--- src/rtl/hazard_scoreboard.sv ---
// Register-level RAW/WAW hazard scoreboard with per-register latency countdowns.
// Define HAZARD_SCOREBOARD_FWD_EN when results with one cycle left can be forwarded.
module hazard_scoreboard #(
  parameter int unsigned ADDR_W = 5,
  parameter int unsigned LAT_W  = 3,
  parameter int unsigned STAT_W = 16
) (
  input  logic                 clk,
  input  logic                 arst_n,
  input  logic [ADDR_W-1:0]    rs1,
  input  logic [ADDR_W-1:0]    rs2,
  input  logic                 rs1_used,
  input  logic                 rs2_used,
  input  logic                 issue_valid,
  input  logic                 issue_we,
  input  logic [ADDR_W-1:0]    issue_rd,
  input  logic [LAT_W-1:0]     issue_lat,
  input  logic                 flush,
  output logic                 stall,
  output logic                 pc_write,
  output logic                 write_if_id,
  output logic                 bubble,
  output logic [2**ADDR_W-1:0] busy_mask,
  output logic [STAT_W-1:0]    stall_cnt
);

  localparam int unsigned NumRegs = 2 ** ADDR_W;

`ifdef HAZARD_SCOREBOARD_FWD_EN
  localparam logic [LAT_W-1:0] RawThresh = LAT_W'(1);
`else
  localparam logic [LAT_W-1:0] RawThresh = '0;
`endif

  localparam logic [STAT_W-1:0] StatMax = '1;

  logic [NumRegs-1:0][LAT_W-1:0] cnt_all;
  logic                          raw_rs1;
  logic                          raw_rs2;
  logic                          waw;
  logic                          accept;
  logic                          track;
  logic [STAT_W-1:0]             stall_cnt_q;
  logic [STAT_W-1:0]             stall_cnt_d;

  // Hazard detection and issue acceptance, all from current state.
  always_comb begin
    raw_rs1 = rs1_used && (rs1 != '0) && (cnt_all[rs1] > RawThresh);
    raw_rs2 = rs2_used && (rs2 != '0) && (cnt_all[rs2] > RawThresh);
    waw     = issue_we && (issue_rd != '0) && (cnt_all[issue_rd] > issue_lat);
    stall   = issue_valid && !flush && (raw_rs1 || raw_rs2 || waw);
    accept  = issue_valid && !stall && !flush;
    track   = accept && issue_we && (issue_rd != '0) && (issue_lat != '0);
  end

  assign pc_write    = ~stall;
  assign write_if_id = ~stall;
  assign bubble      = stall;

  // Register zero is hardwired and never tracked.
  assign cnt_all[0] = '0;

  for (genvar i = 1; i < NumRegs; i++) begin : g_cnt
    logic [LAT_W-1:0] cnt_q;
    logic [LAT_W-1:0] cnt_d;

    // A newly tracked write overrides the countdown of an older one.
    always_comb begin
      cnt_d = cnt_q;
      if (flush) begin
        cnt_d = '0;
      end else if (track && (issue_rd == ADDR_W'(i))) begin
        cnt_d = issue_lat;
      end else if (cnt_q != '0) begin
        cnt_d = cnt_q - LAT_W'(1);
      end
    end

    always_ff @(posedge clk or negedge arst_n) begin
      if (!arst_n) begin
        cnt_q <= '0;
      end else begin
        cnt_q <= cnt_d;
      end
    end

    assign cnt_all[i] = cnt_q;
  end

  always_comb begin
    for (int unsigned j = 0; j < NumRegs; j++) begin
      busy_mask[j] = |cnt_all[j];
    end
  end

  always_comb begin
    stall_cnt_d = stall_cnt_q;
    if (stall && (stall_cnt_q != StatMax)) begin
      stall_cnt_d = stall_cnt_q + STAT_W'(1);
    end
  end

  always_ff @(posedge clk or negedge arst_n) begin
    if (!arst_n) begin
      stall_cnt_q <= '0;
    end else begin
      stall_cnt_q <= stall_cnt_d;
    end
  end

  assign stall_cnt = stall_cnt_q;

endmodule

--- config.mk ---
export PLATFORM = sky130hd
export DESIGN_NAME = hazard_scoreboard
export DESIGN_NICKNAME = d
export VERILOG_FILES = /design/src/rtl/hazard_scoreboard.sv
export SDC_FILE = /design/constraint.sdc
export NUM_CORES = 1
export LEC_CHECK = 0
export ABC_AREA = 1
export BUFFER_PORTS_ARGS = -buffer_cell sky130_fd_sc_hd__buf_4
export CAP_MARGIN = 20
export CELL_PAD_IN_SITES_DETAIL_PLACEMENT = 1
export CELL_PAD_IN_SITES_GLOBAL_PLACEMENT = 1
export CORE_UTILIZATION = 45
export DETAILED_ROUTE_END_ITERATION = 16
export HOLD_SLACK_MARGIN = 0.02
export PLACE_DENSITY = 0.81
export RECOVER_POWER = 100
export SLEW_MARGIN = 20
export SYNTH_ARGS = -nofsm -noshare
export SYNTH_HDL_FRONTEND = slang
export SYNTH_SLANG_ARGS = --single-unit
export TNS_END_PERCENT = 10
--- constraint.sdc ---
create_clock -name clk -period 3.23 [get_ports clk]
set_input_delay 0 -clock clk [delete_from_list [all_inputs] [get_ports clk]]
set_output_delay 0 -clock clk [all_outputs]
set_load 0.05 [all_outputs]
* Yosys cells after proc, flatten, opt, wreduce, memory -nomap -nowiden
Cells that the tools add are included.
** Storage, ports and cells
- Bits in latches :: 0
- Memories kept :: 0
- Output and inout bits :: 52
- RAM bits :: 0
- ROM bits :: 0
- Bits of input ports :: 25
- Register bits after elaboration :: 109
** Cells by class
- Magnitude comparators :: 6
- Add/subtract/negate cells :: 32
- Equality and inequality tests :: 32
- Mux-type cells :: 99
- Multiply operators :: 0
- Divide/modulo/power cells :: 0
- Reductions and logical operators :: 146
- Bitwise gates (word level) :: 1
- Shift operators :: 0
** Operators with widths (count)
- $mux 3 :: 96
- $reduce_bool 3->1 :: 63
- $reduce_or 3->1 :: 31
- $sub 3x1->3 const B :: 31
- $eq 5x5->1 const B :: 16
- $bmux 3 s5 :: 3
- $logic_and 1x1->1 :: 45
- $eq 5x4->1 const B :: 8
- $eq 5x3->1 const B :: 4
- $lt 5x6->1 const B :: 3
- $add 16x1->16 const B :: 1
- $ne 16x16->1 const B :: 1
- $reduce_bool 5->1 :: 3
- $eq 5x2->1 const B :: 2
- $gt 3x1->1 const B :: 2
- $eq 5x1->1 const B :: 1
- $gt 3x3->1 :: 1
- $logic_not 1->1 :: 2
- $logic_or 1x1->1 :: 2
- $not 1->1 :: 1

* Depth between registers and ports, before layout
Gate-level depths: netlist of run 1.
- Word-level depth :: 16
- Mapped depth :: 22

* Least setup slack after synthesis of run 1
No wires, ideal clock.
- Path kind :: in2reg
- From :: input issue_rd[0]
- To :: register stall_cnt_q[11] (netlist: stall_cnt[11])
- Cell stages on the path :: 18
- Library setup time :: 0.120 ns
- Buffers on the path :: 3
- Path slack :: -0.062 ns
- Arrival time :: 3.172 ns
- Path through :: inv_1 nor2_1 inv_2 clkbuf_1 clkbuf_1 o22ai_1 o21ai_0 a41oi_1 ha_1 a21oi_1 o21ai_0 nand2_1 nand2_2 o21ai_2 inv_2 clkbuf_1 nand3_1 nand2_1
** Between the ends
- Longest elaborated chain between the ends :: 7
** Ends and longest elaborated chain
- start, declared :: RTL line 16 : input logic [ADDR_W-1:0] issue_rd,
- $bmux 3 s5 :: RTL line 50 : waw = issue_we && (issue_rd != '0) && (cnt_all[issue_rd] > issue_lat);
- $mux 3 (not written as such) :: RTL line 50
- $gt 3x3->1 :: RTL line 50
- $logic_and 1x1->1 * :: RTL line 50
- $logic_or 1x1->1 * :: RTL line 51 : stall = issue_valid && !flush && (raw_rs1 || raw_rs2 || waw);
- $logic_and 1x1->1 * :: RTL line 51
- net bubble :: RTL line 22 : output logic bubble,
- $logic_and 1x1->1 * :: RTL line 98 : if (stall && (stall_cnt_q != StatMax)) begin
- end signal, assigned :: RTL line 107 : stall_cnt_q <= stall_cnt_d;
- end, declared :: RTL line 43 : logic [STAT_W-1:0] stall_cnt_q;
Mark *: on every way through the listed nets, which the timed path passes. The rest lies on a longest branch. The select of a mux whose other input is x is not followed.
A chain may end at the register's enable or synchronous reset.

* Worst setup path after layout of run 1
- From :: register g_cnt[17].cnt_q[2]
- To :: output stall
** Between the ends
- Longest elaborated chain between the ends :: 7
** Ends and longest elaborated chain
- start, declared :: RTL line 64 : logic [LAT_W-1:0] cnt_q;
- start signal, assigned :: RTL line 83 : cnt_q <= cnt_d;
- $bmux 3 s5 (on tied branches) :: RTL line 48, 49
- $mux 3 (on tied branches) :: RTL line 48, 49
- $gt 3x1->1 (on tied branches) :: RTL line 48, 49
- $logic_and 1x1->1 (on tied branches) :: RTL line 48, 49
- $logic_or 1x1->1 :: RTL line 51
- $logic_or 1x1->1 * :: RTL line 51
- $logic_and 1x1->1 * :: RTL line 51
- end, declared :: RTL line 19 : output logic stall,
Every way passes the cells marked *; elsewhere a longest branch is shown, timed or not. The select of a mux whose other input is x is not followed.

==> impl_summary.md, run 1 <==
Power
Sequential cells burn between 20% and 30% of the power. After layout, the design draws a total of 9610 uW. The power share of the clock group is 12.5%. The internal power of the cells is 4270 uW. The switching power summed over all nets is 5340 uW. In this run, the combinational gates consume 64.8% of the power. The leakage power of the design is slightly below 0.006 uW. The power density of the placed cells is ~830 nW/um2. The worst-case IR drop observed on VDD is 412 uV. The switching share of power is 55.6%.

Floorplanning
During I/O placement, the number of pins put on the boundary was 77. The floorplan step set the die width to roughly 150 um. The floorplan die area is 23800 um2. The height of the die is 154 um. The floorplan step defined a core boundary enclosing 22700 um2.

The number of core rows is 55. For this configuration, the core starts out at a cell density of 45.9%.

Setup path
The startpoint-to-endpoint class of the critical path is reg2out. The slowest library cell on the worst path is sky130_fd_sc_hd__dfrtp_1. The signal on the critical path passes through a22oi_2, o221ai_2, nand2_1, nand4_1, nor2_1, a41oi_2, ha_1, a21oi_1, o21ai_0, nand2_1, nand2_4, o21ai_4, inv_2, buf_4, buf_4. For this run, the slowest stage of the critical path takes between 0.4 and 0.5 ns. The kind of start point of the critical path is a register.

The data required time at the worst endpoint is roughly 3.2 ns. The arrival time of data at the critical path endpoint is between 3 and 4 ns. The worst setup path is captured at an output port. In this run the worst path has a maximum fanout of 12. The length in cells of the worst reg-to-reg path is 17.

Timing
The time the final worst path needs with I/O delays and setup is between 3 and 4 ns. The count of final max-slew check failures is 43. Setup repair after global routing could not meet its margin everywhere.

Setup violations remaining at the end of the flow were counted as 0. Clock skew on the completed layout was measured at 0.0168 ns. The hold violation total from the final report is 0. The worst slew margin relative to its limit is -61.8%. Summed over all failing endpoints, the final setup total negative slack is 0 ns. The slew at the pin closest to its max-slew limit is between 2 and 2.5 ns. Derived from the worst setup path, the maximum achievable clock frequency is 314 MHz. The share of the clock period used by the worst path is 98.5%.

Synth
Of the synthesized area, sequential elements account for 26.2%. Of all flip-flops after synthesis, the portion carrying an async set or reset was 100%. Synthesis inferred ~110 register bits. The netlist area before placement is 10400 um2. For this run, the leading register cell type out of synthesis is sky130_fd_sc_hd__dfrtp_1. The number of warnings issued by yosys is 0. Synthesis produced a netlist whose cell count is 1537.

The number of distinct library cells after synthesis is 46. The post-synthesis average cell area is 6.79 um2. The count of flip-flops with a built-in enable after synthesis is 0. The number of nets in the synthesized netlist is roughly 1600.

Global route
The first global-routing pass estimated roughly 60000 um of wire. After global routing the overflow that remains totals 0. The largest net degree at the start of global routing is 69. The overall track demand over capacity in global routing is 32.5%. The number of global-route vias before repair is ~11000.

The number of antenna violations at the first check in global routing was 0.

Clocking
After clock tree synthesis, the clock-pin slew on the worst setup and hold paths is 0.09 ns. In this run the clock root is driven by a sky130_fd_sc_hd__clkbuf_16. The clock latency on the worst-skew pair is 0.38 ns. The clock buffer count from CTS is 9. The maximum clock insertion buffer count is 2. The tree built by TritonCTS fans out to around 110 sinks. The TritonCTS clock tree is done. CTS built an H-tree with a depth of 3.

Route
The routed wire length per instance is ~20 um. The count of TritonRoute iterations in the first routing pass is 7. Summing over every cut layer, the via total after detailed routing is between 10000 and 15000. The ratio of routed vias to standard cells is 5.89. The DRC violation count after routing is 0.

The total wire length after detailed routing is 37900 um. The count of nets left with antenna violations once routing finished came out at 0. The starting DRC count in detailed routing is 833.

Run status
The flow ran to the end, but the final reports show violations. The checks that failed: capacitance limit, slew limit.

Finish
The number of antenna diodes in the final layout is 0. The most common cell after layout, fill and taps aside is sky130_fd_sc_hd__nand2_1. The finished cells cover 11600 um2. Counting the fill cells in the layout gives 3000.

Cells with a size suffix above 1 make up 11.7% of the layout. The number of standard cells in the layout, taps in and fillers out is 1887. The library cells used most frequently in the layout, excluding fill and tap cells, are 512 x sky130_fd_sc_hd__nand2_1, 207 x sky130_fd_sc_hd__inv_1, 193 x sky130_fd_sc_hd__nand4_1. The synthesis-to-layout area growth is 11.5%.

The final layout net count is 1688.

Min path
The worst hold path belongs to the class in2reg. The worst hold path passes through 5 cells.

Placement
In this run, placement finished with an instance count of 1860. The HPWL reported at the end of detailed placement is 27100 um. The total of buffers placed on input and output ports is between 70 and 80. In this run the cell area measured after placement is 11300 um2. Routability-driven placement finished with a final weighted congestion of ~1.

Job
Max-cap violations in this run came to 1.
cell type report:
type | instances | area [um2] | area share, %
Multi-Input combinational cell | 1128 | 6490 | 55.8
Sequential cell | 109 | 2730 | 23.5
Timing Repair Buffer | 126 | 923 | 7.94
Inverter | 223 | 837 | 7.20
Tap cell | 285 | 357 | 3.07
Clock buffer | 9 | 225 | 1.94
Clock inverter | 7 | 73.8 | 0.635
metal layers:
layer / wire length [um] / up-vias / GRT usage, %
met5: 0 / - / 0
met4: 984 / 0 / 11.6
met3: 2260 / 74 / 5.55
met2: 18000 / 371 / 54.6
met1: 16700 / 5380 / 41.9
li1: - / 5289 / -
flip-flops by register name, indices dropped and copies added, names as in the netlist:
register,cells
stall_cnt,16
g_cnt.cnt_q,93
critical path, delay by kind of cell, from the launching register on:
family | cells | cell delay (ns)
adders and majority gates | 1 | 0.36
AOI/OAI and AO/OA | 6 | 0.95
and+or+nand+nor | 5 | 0.60
DFF | 1 | 0.43
buffers and inverters | 3 | 0.45
Yosys cell counts, types with 2 or more instances:
master / number / area share [%]
sky130_fd_sc_hd__nand4_1: 193 / 12
sky130_fd_sc_hd__buf_4: 12 / 0.86
sky130_fd_sc_hd__nand2_2: 2 / 0.12
sky130_fd_sc_hd__o221ai_1: 3 / 0.25
sky130_fd_sc_hd__nor3_1: 29 / 1.4
sky130_fd_sc_hd__ha_1: 66 / 7.9
sky130_fd_sc_hd__o21ai_0: 33 / 1.6
sky130_fd_sc_hd__nand3_4: 28 / 4.7
sky130_fd_sc_hd__nor2_1: 55 / 2.0
sky130_fd_sc_hd__a221oi_1: 2 / 0.17
sky130_fd_sc_hd__clkinv_1: 2 / 0.072
sky130_fd_sc_hd__nor4_1: 2 / 0.12
sky130_fd_sc_hd__buf_12: 3 / 0.58
sky130_fd_sc_hd__buf_1: 3 / 0.11
sky130_fd_sc_hd__a21oi_2: 23 / 1.9
sky130_fd_sc_hd__nand2_1: 512 / 18
sky130_fd_sc_hd__inv_1: 210 / 7.6
sky130_fd_sc_hd__buf_6: 9 / 0.97
sky130_fd_sc_hd__nor2_2: 6 / 0.36
sky130_fd_sc_hd__dfrtp_1: 109 / 26
sky130_fd_sc_hd__clkbuf_1: 39 / 1.4
sky130_fd_sc_hd__nand3_1: 76 / 3.6
sky130_fd_sc_hd__a21oi_4: 7 / 1.1
sky130_fd_sc_hd__xor2_1: 8 / 0.67
sky130_fd_sc_hd__o211ai_1: 2 / 0.14
sky130_fd_sc_hd__inv_2: 11 / 0.40
sky130_fd_sc_hd__dlygate4sd1_1: 2 / 0.17
sky130_fd_sc_hd__o22ai_1: 38 / 2.3
sky130_fd_sc_hd__o41ai_1: 2 / 0.17
sky130_fd_sc_hd__buf_2: 9 / 0.43
sky130_fd_sc_hd__a22oi_1: 3 / 0.22
sky130_fd_sc_hd__o21ai_1: 2 / 0.096
sky130_fd_sc_hd__xnor2_1: 7 / 0.59
sky130_fd_sc_hd__a21oi_1: 17 / 0.82
through the flow:
stage                     setup WS (ns)  util, %  hold slack, ns
final                            0.0494     51.2           0.104
after global placement            0.195     49.8          0.0340
after global routing            -0.0981     51.2           0.140
after CTS                        0.0347     51.2          0.0879
after detailed placement         0.0137     49.8          0.0355
after floorplan                  0.0694        -          -0.296
power groups by stage:
stage,clock network (uW),registers [uW],logic [uW]
detailed placement,0,2190,6280
global placement,0,2180,6040
finish,1200,2190,6220
global route,1260,2240,6950
CTS,1220,2170,6320
floorplan,0,2160,4550
worst paths after layout:
path	from	endpoint	slack, ns
worst max-delay path	g_cnt[17].cnt_q[2]$_DFFE_PN0P_	stall	0.05
worst min-delay path	issue_lat[2]	g_cnt[23].cnt_q[2]$_DFFE_PN0P_	0.10
worst max register to register	g_cnt[17].cnt_q[2]$_DFFE_PN0P_	g_cnt[21].cnt_q[0]$_DFFE_PN0P_	0.12
worst min register to register	g_cnt[13].cnt_q[2]$_DFFE_PN0P_	g_cnt[13].cnt_q[2]$_DFFE_PN0P_	0.53
max in group asynchronous	arst_n	g_cnt[29].cnt_q[2]$_DFFE_PN0P_	0.66
min in group asynchronous	arst_n	g_cnt[19].cnt_q[2]$_DFFE_PN0P_	0.89
logic make-up after synthesis:
group                    Yosys count  share of synthesized area, %
other                              1                        0.0360
AND/OR/NAND/NOR                  907                          42.7
buffers and inverters            300                          12.5
flip-flops                       109                          26.2
AO/OA/AOI/OAI                    139                          9.33
XOR/XNOR                          15                          1.26
adder cells (fa/ha/maj)           66                          7.92
repair_timing:
action / in CTS / in global routing
endpoints found under the hold margin: 41 / 0
gates resized for setup: 0 / 19
hold buffers: 1 / 0
endpoints found under the setup margin: 0 / 92
buffers inserted: 0 / 8
Note: power is estimated with default switching activity, not from simulation.
==> run 2: changes to the inputs <==
--- a/config.mk
+++ b/config.mk
@@ -10,10 +10,10 @@
 export CAP_MARGIN = 20
 export CELL_PAD_IN_SITES_DETAIL_PLACEMENT = 1
 export CELL_PAD_IN_SITES_GLOBAL_PLACEMENT = 1
-export CORE_UTILIZATION = 45
+export CORE_UTILIZATION = 48
 export DETAILED_ROUTE_END_ITERATION = 16
 export HOLD_SLACK_MARGIN = 0.02
-export PLACE_DENSITY = 0.81
+export PLACE_DENSITY = 0.86
 export RECOVER_POWER = 100
 export SLEW_MARGIN = 20
 export SYNTH_ARGS = -nofsm -noshare
==> constraint.sdc (replaced) <==
create_clock -name clk -period 3.71 [get_ports clk]
set_input_delay 0 -clock clk [delete_from_list [all_inputs] [get_ports clk]]
set_output_delay 0 -clock clk [all_outputs]
set_load 0.05 [all_outputs]
==> run 2 against run 1 <==
  * The run still ends with capacitance limit, slew limit left
  * Via count barely moved
  * First-iteration DRC count fell by 2.8%
  * Worst hold slack improved by 0.052 ns
  * Register-to-register slack improved by 0.19 ns
  * Die area fell by 6.2%
  * Global-route usage rose by 0.93 points
  * Flip-flop and latch count did not move
  * Clock power fell by 16%
  * Clock-buffer cell count rose by 1
  * Power fell by 16%
  * Design area fell by 4.5%
  * Sequential share of layout area rose by 1.1 points
  * Critical endpoint is now g_cnt[13].cnt_q[2]$_DFFE_PN0P_
==> impl_summary.md, run 2 (same netlist as run 1, synthesis figures left out) <==
Setup path
Traced cell by cell, the critical path runs through a22oi_1, o221ai_1, nand2_1, nand4_1, nor2_1, a41oi_1, ha_1, a21oi_1, o21ai_0, nand2_1, nand2_1, nor2_8, buf_4, nand3_4, a21oi_1, nand2_1, nand2_1. The category of the worst setup path capture point is a register. The length in cells of the worst reg-to-reg path is 17 (unchanged).

The data required time at the worst endpoint is 4.02 ns (+0.79 ns). The arrival time of data at the critical path endpoint is 3.71 ns (+0.53 ns). The largest stage delay on the critical path came to 0.46 ns (+0.03 ns). The slowest library cell on the worst path is sky130_fd_sc_hd__dfrtp_1. The largest fanout on the critical path is 16 (+4). The register-to-register path setup slack is 0.31 ns (+0.19 ns). The worst setup path is launched from a register.

The worst setup path is of the reg2reg kind. In this design, the critical path's most frequently occurring cell is sky130_fd_sc_hd__nand2_1.

Finish
Leaving out fill and tap cells, the most frequent cells in the layout are 513 x sky130_fd_sc_hd__nand2_1, 210 x sky130_fd_sc_hd__inv_1, 193 x sky130_fd_sc_hd__nand4_1. The most common cell after layout, fill and taps aside is sky130_fd_sc_hd__nand2_1. The number of flip-flops under the largest register name came to 93 (unchanged). The diode insertion count for antenna repair is 0 (unchanged).

The utilization after layout is 52.5% (+1.3 points). The register with the most flip-flops is g_cnt.cnt_q. Relative to the synthesized area, the layout overhead comes to 6.49%. The final layout net count is 1664 (-1.4%). The share of layout cells above drive strength 1 is 7.98% (-3.7 points).

Clocking
The buffer cell driving the clock tree root is sky130_fd_sc_hd__clkbuf_16. The post-CTS setup repair buffer count is 0 (unchanged). The count of H-tree levels built during CTS is 3 (unchanged). TritonCTS built the clock tree. The maximum clock insertion buffer count is 2 (unchanged). The post-cts gate resize count is 0 (unchanged). The number of sinks on the clock net is 109 (unchanged). The clock latency on the worst-skew pair is 0.38 ns (about the same).

The clock slew at the register clock pins of the worst setup and hold paths is 0.09 ns (about the same). The clock buffer count from CTS is 9 (unchanged).

Power
The internal power of the cells is 3530 uW (-17%). The power share of the clock group came to 12.6% (about the same). The switching share of power is 56.1% (+0.52 points). The power density of the placed cells is 725 nW/um2 (-12%). The sequential fraction of design power is 23.9% (+1.1 points). The switching power summed over all nets is 4520 uW (-15%). The maximum VDD drop is 505 uV (+23%).

The share of power burned in combinational logic came to 63.5% (-1.3 points). The leakage power of the design is 0.00561 uW (-3.1%).

Global route
The residual overflow from global routing came to 0 (unchanged). The global-route wire length before repair is 58900 um (-2.6%). The number of antenna violations at the first check in global routing is 0 (unchanged). The overall track demand over capacity in global routing is 33.4% (+0.93 points). The largest net degree at the start of global routing is 53 (-23%). The number of global-route vias before repair is 11100 (-1.3%).

Route
The ratio of routed vias to standard cells is 5.99 (+1.8%). The via count is 11100 (-0.054%). The starting DRC count in detailed routing is 810 (-2.8%). The count of TritonRoute iterations in the first routing pass is 5 (-2). The number of nets still failing antenna checks after routing is 0 (unchanged). The routed wire length per instance was 19.6 um (-2.4%).

The total wire length after detailed routing is 36400 um (-4.1%). The DRC violation count after routing came to 0 (unchanged).

Placement
The global placement routability congestion is 0.926 (-6.6%). The HPWL reported at the end of detailed placement came to 26800 um (-0.95%). The total of buffers placed on input and output ports is 75 (unchanged).

Timing
The post-route setup TNS was 0 ns (unchanged). The number of endpoints failing setup at the final stage is 0 (unchanged). The hold violation total from the final report is 0 (unchanged).

The worst clock skew on the final layout is 0.0156 ns (-0.00117 ns). The worst slew margin relative to its limit is -67.2% (-5.4 points). Setup repair after global routing left no endpoint under its margin. The slew at the pin closest to its max-slew limit came to 2.51 ns (+0.0804 ns). For this run, the top clock speed supported by timing is 295 MHz. The count of final max-slew check failures is 44 (+2.3%). The time the final worst path needs with I/O delays and setup is 3.40 ns. The share of the clock period used by the worst path is between 90% and 100%.

Run status
The run finished, with violations left. The checks that failed: capacitance limit, slew limit.

Min path
The cell depth of the worst min-delay path came to 4 (-1). The class of the most critical hold timing path is in2reg.

Floorplanning
The floorplan die area is 22300 um2 (-6.2%). The height of the die is 149 um (-3.1%). The top-level I/O count is 77 (unchanged).

The number of core rows is 53 (-3.6%). The initial cell density of the core is 49.3% (+3.4 points). The core footprint is 21200 um2 (-6.8%). The width of the die was 149 um (-3.1%).

Job
The number of max-capacitance violations reported was 1 (unchanged).
## run 2: worst max-delay path, delay by kind of cell, from the launching register on
| kind | cells | cell delay (ns) |
|---|---|---|
| buffers and inverters | 1 | 0.31 |
| adders and majority gates | 1 | 0.33 |
| DFF | 1 | 0.46 |
| AOI/OAI and AO/OA | 6 | 1.02 |
| and+or+nand+nor | 9 | 1.20 |
## run 2: cell type report
class / instances / area (um2)
Fill cell: 2904 / 10000
Clock inverter: 6 / 62.6
Multi-Input combinational cell: 1128 / 6290
Clock buffer: 10 / 229
Sequential cell: 109 / 2730
Timing Repair Buffer: 102 / 616
Tap cell: 275 / 344
Inverter: 223 / 837
## run 2: layer usage
layer / up-vias / part of all wire (%) / global-route usage, % / wire, um
met5: - / 0 / 0 / 0
met4: 0 / 3.0 / 13.1 / 1100
met3: 81 / 4.8 / 3.76 / 1730
met2: 349 / 48 / 55.9 / 17500
met1: 5437 / 44 / 43.7 / 16000
li1: 5241 / - / - / -
## run 2: power groups by stage
stage | combinational, uW | sequential, uW | clock [uW]
final | 5120 | 1930 | 1010
after detailed placement | 5360 | 1930 | 0
after CTS | 5400 | 1920 | 1040
after floorplan | 3960 | 1880 | 0
after global placement | 5130 | 1910 | 0
after global routing | 5720 | 1970 | 1060
## run 2: final timing paths
kind                                                startpoint                             end
worst max register to register  g_cnt[16].cnt_q[2]$_DFFE_PN0P_  g_cnt[13].cnt_q[2]$_DFFE_PN0P_
worst max-delay path            g_cnt[16].cnt_q[2]$_DFFE_PN0P_  g_cnt[13].cnt_q[2]$_DFFE_PN0P_
worst min register to register   g_cnt[6].cnt_q[2]$_DFFE_PN0P_   g_cnt[6].cnt_q[2]$_DFFE_PN0P_
max in group asynchronous                               arst_n  g_cnt[31].cnt_q[1]$_DFFE_PN0P_
min in group asynchronous                               arst_n  g_cnt[19].cnt_q[1]$_DFFE_PN0P_
worst min-delay path                                     flush  g_cnt[12].cnt_q[2]$_DFFE_PN0P_
## run 2: per-stage QoR
stage | std cells | setup slack, ns | instance area, um2 | power (uW) | hold WS [ns]
3_3_place_gp | 1836 | 0.366 | 11100 | 7050 | 0.0428
3_5_place_dp | 1836 | 0.218 | 11100 | 7290 | 0.0538
4_1_cts | 1853 | 0.474 | 11400 | 8360 | 0.186
5_1_grt | 1853 | 0.108 | 11100 | 8750 | 0.178
2_1_floorplan | 1537 | 0.418 | 10400 | 5830 | -0.296
6_report | 1853 | 0.315 | 11100 | 8060 | 0.157
## run 2: what timing repair did
item | 4_1_cts | 5_1_grt
hold endpoints to repair | 41 | 0
endpoints found under the setup margin | 0 | 0
hold buffers | 1 | 0
==> run 3: changes to the inputs <==
==> constraint.sdc (replaced) <==
create_clock -name clk -period 3.71 [get_ports clk]
set_input_delay 0.1855 -clock clk [delete_from_list [all_inputs] [get_ports clk]]
set_output_delay 0.1855 -clock clk [all_outputs]
set_load 0.05 [all_outputs]
==> run 3 against run 2 <==
  * The flow still finishes with violations (capacitance limit, slew limit)
  * Non-clock buffer count up 4
  * Via count up 1.9%
  * Worst hold slack better by 0.22 ns
  * Flip-flop and latch count unchanged
  * Critical endpoint is now bubble
  * Highest routed layer unchanged
  * Clock power up 4%
  * Combinational power up 1%
  * Design area up 0.14%
==> impl_summary.md, run 3 (same netlist as run 1, synthesis figures left out) <==
Clocking
The maximum clock insertion buffer count is 2 (unchanged). The clock slew at the register clock pins of the worst setup and hold paths is 0.08 ns (about the same). The clock latency on the worst-skew pair is 0.38 ns (about the same). The number of sinks on the clock net is 109 (unchanged). The count of H-tree levels built during CTS is 3 (unchanged).

TritonCTS built the clock tree. The post-cts gate resize count was 0 (unchanged). The post-CTS setup repair buffer count is 0 (unchanged). The buffer cell driving the clock tree root is sky130_fd_sc_hd__clkbuf_16.

The clock buffer count from CTS is 9 (unchanged).

Timing
The worst slew margin relative to its limit came to -18.2% (+49 points). The post-route setup TNS is 0 ns (unchanged). Setup repair after global routing left no endpoint under its margin. The hold violation total from the final report came to 0 (unchanged). The worst clock skew on the final layout is 0.0140 ns (-0.00162 ns). The slew at the pin closest to its max-slew limit is 1.77 ns (-0.734 ns).

The number of endpoints failing setup at the final stage is 0 (unchanged). The tightest hold margin is 0.381 ns (+0.224 ns). The time the final worst path needs with I/O delays and setup is 3.35 ns (-0.0439 ns). The count of final max-slew check failures is 64 (+45%). The share of the clock period used by the worst path was 90.3% (-1.2 points). The highest clock rate was 298 MHz (+1.3%).

Floorplanning
The height of the die came to 149 um (unchanged). The core footprint is 21200 um2 (unchanged). The initial cell density of the core is 49.3% (unchanged). The floorplan die area came to 22300 um2 (unchanged). The number of core rows is 53 (unchanged). The width of the die is 149 um (unchanged). The top-level I/O count is 77 (unchanged).

Setup path
The largest fanout on the critical path is 16 (unchanged). STA classifies the critical path startpoint as an input port. The critical path is of the in2out type. The category of the worst setup path capture point is an output port. The length in cells of the worst reg-to-reg path is 17 (unchanged). The arrival time of data at the critical path endpoint is 3.17 ns (-0.54 ns). The data required time at the worst endpoint is 3.52 ns (-0.50 ns).

Power
The maximum VDD drop came to 567 uV (+12%). The leakage power of the design came to 0.00565 uW (+0.75%). The power density of the placed cells is 734 nW/um2 (+1.1%).

Global route
The global-route wire length before repair is 61300 um (+4.1%). The number of global-route vias before repair is 11500 (+3.5%). The number of antenna violations at the first check in global routing is 0 (unchanged). The residual overflow from global routing is 0 (unchanged). The overall track demand over capacity in global routing is 35.1% (+1.7 points).

The largest net degree at the start of global routing is 64 (+21%).

Route
The via count came to 11300 (+1.9%). The ratio of routed vias to standard cells came to 6.10 (+1.7%). The count of TritonRoute iterations in the first routing pass is 5 (unchanged). The starting DRC count in detailed routing came to 892 (+10%). The DRC violation count after routing is 0 (unchanged). The routed wire length per instance is 20.4 um (+4.1%). The total wire length after detailed routing is 37900 um (+4.4%). The number of nets still failing antenna checks after routing is 0 (unchanged).

Finish
The diode insertion count for antenna repair is 0 (unchanged). The synthesis-to-layout area growth is 6.64%. The share of layout cells above drive strength 1 came to 8.09% (+0.11 points).

The number of flip-flops under the largest register name is 93 (unchanged). The number of fill cells is 2885 (-0.65%). The library cells used most frequently in the layout, excluding fill and tap cells, are 513 x sky130_fd_sc_hd__nand2_1, 209 x sky130_fd_sc_hd__inv_1, 193 x sky130_fd_sc_hd__nand4_1.

Ranked by flip-flop count, first place goes to g_cnt.cnt_q. Leaving out fill and tap cells, the most frequent cell in the layout is sky130_fd_sc_hd__nand2_1. The final instance area is 11100 um2 (+0.14%). The number of standard cells in the layout, taps in and fillers out came to 1857 (+0.22%).

The final layout net count is 1668 (+0.24%).

Placement
The cell area after placement is 11200 um2 (+0.50%). The total of buffers placed on input and output ports is 75 (unchanged). The HPWL reported at the end of detailed placement was 27400 um (+2.3%). The total instance count after detailed placement is 1840 (+0.22%). The global placement routability congestion came to 0.957 (+3.3%).

Min path
The tightest min-delay check is of the in2reg type. The cell depth of the worst min-delay path was 6 (+2).

Run status
The checks that failed: capacitance limit, slew limit. The flow ran to the end, but the final reports show violations.

Job
The number of max-capacitance violations reported is 1 (unchanged).
[run 3: cell count changes in the layout (fill, tap and decap cells not counted), sizes merged]
cell and delta:
inv +1, buf +8, clkinv -1, clkbuf -4
[run 3: worst paths after layout]
kind / startpoint / endpoint / slack [ns]
max reg2reg: g_cnt[3].cnt_q[2]$_DFFE_PN0P_ / g_cnt[24].cnt_q[2]$_DFFE_PN0P_ / 0.38
min in group asynchronous: arst_n / g_cnt[19].cnt_q[1]$_DFFE_PN0P_ / 0.83
max in group asynchronous: arst_n / g_cnt[11].cnt_q[1]$_DFFE_PN0P_ / 0.79
max: issue_rd[0] / bubble / 0.36
min: issue_valid / stall_cnt[12]$_DFFE_PN0P_ / 0.38
min reg2reg: g_cnt[13].cnt_q[0]$_DFFE_PN0P_ / g_cnt[13].cnt_q[0]$_DFFE_PN0P_ / 0.53
[run 3: worst max-delay path: stages]
cell and delay (ns):
sky130_fd_sc_hd__buf_4 0.13, sky130_fd_sc_hd__nor2_2 0.35, sky130_fd_sc_hd__inv_2 0.26, sky130_fd_sc_hd__buf_4 0.24
sky130_fd_sc_hd__o22ai_1 0.19, sky130_fd_sc_hd__o21ai_0 0.10, sky130_fd_sc_hd__o21ai_0 0.11, sky130_fd_sc_hd__nor2_1 0.07
sky130_fd_sc_hd__a21oi_1 0.17, sky130_fd_sc_hd__ha_1 0.27, sky130_fd_sc_hd__nand2_1 0.06, sky130_fd_sc_hd__o21ai_0 0.07
sky130_fd_sc_hd__nand2_1 0.07, sky130_fd_sc_hd__nand2_1 0.15, sky130_fd_sc_hd__o21ai_2 0.27, sky130_fd_sc_hd__inv_2 0.07
sky130_fd_sc_hd__buf_4 0.18, sky130_fd_sc_hd__buf_4 0.20
[run 3: layout make-up]
class | instances | area (um2) | share of cell area, %
Multi-Input combinational cell | 1128 | 6230 | 56.0
Timing Repair Buffer | 106 | 682 | 6.13
Tap cell | 275 | 344 | 3.09
Clock inverter | 6 | 60.1 | 0.540
Clock buffer | 10 | 239 | 2.15
Inverter | 223 | 837 | 7.53
Sequential cell | 109 | 2730 | 24.5
[run 3: report_power, final]
part / total (uW) / switching (uW) / internal, uW
sequential: 1920 / 349 / 1570
combinational: 5190 / 3670 / 1520
clock: 1050 / 552 / 497
total: 8160 / 4570 / 3590
[run 3: per-stage QoR]
step / worst slack (ns) / utilization (%) / total power (uW)
final: 0.359 / 52.6 / 8160
after global routing: 0.0892 / 52.6 / 8850
after CTS: 0.461 / 54.3 / 8450
after detailed placement: 0.190 / 52.8 / 7350
after global placement: 0.371 / 52.8 / 7100
after floorplan: 0.0556 / - / 5830
[run 3: per-layer routing]
| metal | part of all wire [%] | wire length (um) | GRT usage, % | up-vias |
|---|---|---|---|---|
| met5 | 0 | 0 | 0 | - |
| met4 | 3.8 | 1420 | 13.9 | 0 |
| met3 | 7.1 | 2710 | 4.86 | 114 |
| met2 | 47 | 17900 | 58.4 | 473 |
| met1 | 42 | 15900 | 45.6 | 5496 |
| li1 | - | - | - | 5241 |
[run 3: repair_timing]
item / in CTS / in global routing
endpoints found under the hold margin: 61 / 0
hold buffers: 1 / 0
setup endpoints to repair: 0 / 0
